<file path="config.mk">
export PLATFORM = sky130hd
export DESIGN_NAME = itree_path_scorer
export DESIGN_NICKNAME = d
export VERILOG_FILES = /design/src/rtl/itree_path_scorer.sv
export SDC_FILE = /design/constraint.sdc
export NUM_CORES = 1
export LEC_CHECK = 0
export CAP_MARGIN = 20
export CORE_MARGIN = 1.5
export CORE_UTILIZATION = 35
export DETAILED_ROUTE_END_ITERATION = 16
export GPL_TIMING_DRIVEN = 0
export PLACE_DENSITY = 0.5
export SLEW_MARGIN = 20
export SYNTH_ARGS = -nofsm -noshare
export SYNTH_HDL_FRONTEND = slang
export SYNTH_SLANG_ARGS = --single-unit
</file>
<file path="constraint.sdc">
create_clock -name clk -period 6.5 [get_ports clk]
set_clock_uncertainty 0.2 [all_clocks]
set_input_delay 1.3 -clock clk [delete_from_list [all_inputs] [get_ports clk]]
set_output_delay 1.3 -clock clk [all_outputs]
set_load 0.005 [all_outputs]
</file>
<file path="src/rtl/itree_path_scorer.sv">
// Isolation-tree path-length scorer: walks one sample down a configurable binary
// tree, one node per cycle. Define ITREE_ANOM_CNT_EN to add the anom_count output.
module itree_path_scorer #(
  parameter int DATA_W   = 8,
  parameter int NUM_FEAT = 4,
  parameter int DEPTH    = 4,
  localparam int NODES   = 2**(DEPTH+1) - 1,
  localparam int AW      = $clog2(NODES),
  localparam int FW      = (NUM_FEAT > 1) ? $clog2(NUM_FEAT) : 1,
  localparam int LW      = $clog2(DEPTH+1)
) (
  input  logic                       clk,
  input  logic                       reset,
  input  logic                       cfg_we,
  input  logic [AW-1:0]              cfg_addr,
  input  logic [FW-1:0]              cfg_feat,
  input  logic [DATA_W-1:0]          cfg_thresh,
  input  logic                       cfg_leaf,
  input  logic [LW-1:0]              score_thresh,
  input  logic                       in_valid,
  output logic                       in_ready,
  input  logic [NUM_FEAT*DATA_W-1:0] data_input,
  output logic                       out_valid,
  input  logic                       out_ready,
  output logic [LW-1:0]              path_len,
  output logic                       anomaly_detected,
`ifdef ITREE_ANOM_CNT_EN
  output logic [15:0]                anom_count,
`endif
  output logic                       data_processed
);

  typedef struct packed {
    logic              leaf;
    logic [FW-1:0]     feat;
    logic [DATA_W-1:0] thresh;
  } node_t;

  typedef enum logic [1:0] {IDLE = 2'd0, TRAVERSE = 2'd1, DONE = 2'd2} state_t;

  state_t                     state;
  node_t                      tbl [NODES];
  logic [NUM_FEAT*DATA_W-1:0] sample;
  logic [AW-1:0]              node;
  logic [LW-1:0]              len;

  node_t             cur;
  logic [DATA_W-1:0] feat_val;
  logic              go_left, terminal;
  logic [AW-1:0]     node_nxt;

  // Out-of-range feature selects fall through to feature 0.
  always_comb begin
    cur      = tbl[node];
    feat_val = sample[DATA_W-1:0];
    for (int f = 0; f < NUM_FEAT; f++)
      if (cur.feat == FW'(f)) feat_val = sample[f*DATA_W +: DATA_W];
    go_left  = feat_val < cur.thresh;
    terminal = cur.leaf || (len == LW'(DEPTH));
    node_nxt = {node[AW-2:0], 1'b0} + (go_left ? AW'(1) : AW'(2));
  end

  always_ff @(posedge clk or negedge reset) begin
    if (!reset) begin
      state            <= IDLE;
      sample           <= '0;
      node             <= '0;
      len              <= '0;
      in_ready         <= 1'b1;
      out_valid        <= 1'b0;
      path_len         <= '0;
      anomaly_detected <= 1'b0;
      data_processed   <= 1'b0;
`ifdef ITREE_ANOM_CNT_EN
      anom_count       <= '0;
`endif
      for (int i = 0; i < NODES; i++) tbl[i] <= '{leaf: 1'b1, feat: '0, thresh: '0};
    end else begin
      data_processed <= 1'b0;
      case (state)
        IDLE: begin
          // Table writes land before the next traversal reads them.
          if (cfg_we && (cfg_addr < AW'(NODES)))
            tbl[cfg_addr] <= '{leaf: cfg_leaf, feat: cfg_feat, thresh: cfg_thresh};
          if (in_valid) begin
            sample   <= data_input;
            node     <= '0;
            len      <= '0;
            in_ready <= 1'b0;
            state    <= TRAVERSE;
          end
        end
        TRAVERSE: begin
          if (terminal) begin
            path_len         <= len;
            anomaly_detected <= len < score_thresh;
            out_valid        <= 1'b1;
            state            <= DONE;
          end else begin
            len  <= len + LW'(1);
            node <= node_nxt;
          end
        end
        DONE: begin
          if (out_ready) begin
            out_valid      <= 1'b0;
            data_processed <= 1'b1;
            in_ready       <= 1'b1;
            state          <= IDLE;
`ifdef ITREE_ANOM_CNT_EN
            if (anomaly_detected && (anom_count != 16'hFFFF)) anom_count <= anom_count + 16'd1;
`endif
          end
        end
        default: begin
          out_valid <= 1'b0;
          in_ready  <= 1'b1;
          state     <= IDLE;
        end
      endcase
    end
  end

endmodule
</file>
==> results.cfg <==
[route]
drc = 0
wirelength_mm = 55.0
wl_per_cell_um = 25.4
drtAntennaViolNets = 0
first_pass_iters = 5
wl_met3_mm = 2.25
dr_total_vias = 11400
wl_met2_mm = 27.3
route.layer.met1.wl_mm = 24.0
routed_via_density = 5.29
top_layer = met4
drt_iter0_drc = 623

[logic_synthesis]
avgSynthCellArea_um2 = 13.8
ys_ff_latch = 390
yosysTopAreaCellShare_pct = 48.9
yosysSeqAreaShare_pct = 53.5
syn-num-nets = 1400
synth_ff_type = dfrtp_1
yosys.area.top_type = dfrtp_1
netlist_instances = 1331
synthArstFlopShare_pct = 100
yosys_warnings = 0
synth_common_cells = dfrtp_1, mux2_2, nand2_1
synth-edff-count = 0
ys_types = 52
synthTopCellsByArea = dfrtp_1, mux2_2, mux4_2
syn-cell-area_um2 = 18300

[critical_path]
worstSetupStartpointType = register
cp_cell_sequence = buf_4 > buf_4 > buf_6 > buf_2 > clkbuf_1 > mux4_2 > a22oi_1 > nand3_1 > o21ai_0 > ha_1 > a21oi_1 > nand2_1 > a2bb2oi_1 > a2111oi_0 > o31ai_2 > ha_1 > ha_1 > xnor2_1 > o21ai_0
crit_path_frequent_cell = ha_1
path_buf_inv = 5
crit_path_end_kind = register
slowest_stage = clkbuf_1
critical_path_arrival_ns = 6.42
cpPeakStageDelay_ns = 0.74
cp.required_ns = 6.80
critPathMaxFanout = 19
crit_type = reg -> reg
path_delay_family = buffers and inverters

[timing]
slew_viol_final = 0
hold_viol_final = 0
finalSetupTns_ns = 0
tightest_slew_ns = 1.13
fin_ws_ns = 0.385
worst_hold_slack_ns = 0.274
setup_viol = 0
slew_headroom_pct = 24.4
fmax_mhz = 164
fin_crit_sh_pct = 94.1
rsz0062_at_grt = no
post-route-min-period_ns = 6.11

[floorplanning]
die_x_um = 232
core_area_um2 = 51500
die_area_um2 = 53700
io_pins = 63
num_rows = 83
die_h_um = 232
start_util_pct = 35.5

[power]
leakage_nw = 9.84
ir_drop_mv = 0.206
powerDensity_nw_per_um2 = 433

[clock_network]
htree_levels = 2
cts.sinks = 390
cts_resized = 0
cts_tree = yes
clock_path_buffers = 3
cts_hold_buf = 0
clkLatencyLatePin_ns = 0.58
cts-root-buf = clkbuf_16
post_cts_buffers = 0
clkTransAtPathRegs_ns = 0.06
cts_made_buffers = 46

[cells_and_area]
instances_no_fill = 2162
multi_input_area_um2 = 7940
nets = 1514
n_fill_cell = 4921
regArea_um2 = 9800
drive_gt1_share_pct = 40.6
synthToLayoutAreaGrowth_pct = 17.1

[status]
status = finished clean

[grt]
grt_first_pass_wirelength_mm = 83.1
grt_usage_pct = 21.3
antenna_found_initial = 1
grt_pass1_vias = 12100
grt-ovfl-total = 0
grt_max_degree = 97

[place]
portBuffers = 62
place_hpwl_mm = 35.6
post-place-ws_ns = 0.0992
place_congestion = 0.793
dpl.cell_count = 2077

[job]
drv_cap = 0

[worst_hold_path]
hold_path_class = reg -> reg
==> logic make-up after synthesis <==
| logic type | Yosys count | synth area share, % |
|---|---|---|
| adders and majority gates | 13 | 0.889 |
| and+or+nand+nor | 216 | 5.20 |
| buffers and inverters | 130 | 3.10 |
| muxes | 486 | 33.7 |
| AOI/OAI and AO/OA | 93 | 3.41 |
| xor gates and xnor gates | 3 | 0.144 |
| DFF | 390 | 53.5 |
==> metrics by stage <==
step	cell area (um^2)	total power [mW]	utilization, %
after floorplan	18300	5.72	-
after global placement	19800	6.73	38.4
after detailed placement	19900	6.79	38.7
after CTS	21400	9.38	41.5
after global routing	21400	9.84	41.6
final	21400	9.28	41.6
==> cells in the final DEF, fill, tap and decap left out, types with 10 or more instances in the layout <==
cell               n
a21oi_1           15
a22oi_1           10
buf_2             21
buf_4             10
clkbuf_1          69
clkbuf_16         47
clkbuf_2          14
clkbuf_8          15
clkdlybuf4s50_1   61
clkinv_2          12
dfrtp_1          358
dfstp_2           32
ha_1              13
inv_1             14
mux2_2           358
mux2i_1           56
mux4_2            67
nand2_1          128
nand3_1           18
nor2_1            33
o21ai_0           31
==> state kept, by name (all words and copies together), names as in the netlist <==
signal / cells
anomaly_detected: 1
data_processed: 1
in_ready: 1
len: 3
node: 5
out_valid: 1
path_len: 3
sample: 32
state: 2
tbl: 341
==> routing by layer <==
metal,vias to the layer above,GRT usage [%]
li1,5061,-
met1,6068,27.8
met2,220,36.3
met3,90,3.33
met4,0,6.35
met5,-,0
==> tightest hold or removal path, delay by kind of cell, from the launching register on <==
| kind | cells | cell delay, ns |
|---|---|---|
| simple gates | 2 | 0.11 |
| flops | 1 | 0.34 |
==> area by class of cell <==
cell class	instances	share of cell area, %
Sequential cell	390	45.7
Multi-Input combinational cell	811	37.1
Clock buffer	70	6.59
Tap cell	680	3.97
Timing Repair Buffer	67	3.50
Buffer	114	2.53
Clock inverter	14	0.356
Inverter	15	0.263
Antenna cell	1	0.0117
==> report_power, final <==
part | switching, mW | total [mW] | internal, mW
logic | 1.65 | 3.19 | 1.54
registers | 0.359 | 3.54 | 3.18
clock network | 1.06 | 2.55 | 1.49
total | 3.07 | 9.28 | 6.21
==> worst paths after layout <==
check                                            start                      to  slack, ns  cells past startpoint
worst max-delay path               node[1]$_DFFE_PN0P_     node[3]$_DFFE_PN0P_       0.39                     19
worst min-delay path            sample[13]$_DFFE_PN0P_  sample[13]$_DFFE_PN0P_       0.27                      2
worst max register to register     node[1]$_DFFE_PN0P_     node[3]$_DFFE_PN0P_       0.39                     19
worst min register to register  sample[13]$_DFFE_PN0P_  sample[13]$_DFFE_PN0P_       0.27                      2
max in group asynchronous                        reset    tbl[258]$_DFFE_PN0P_       4.43                      3
min in group asynchronous                        reset  sample[23]$_DFFE_PN0P_       0.40                      1
(Power assumes the default switching activity.)
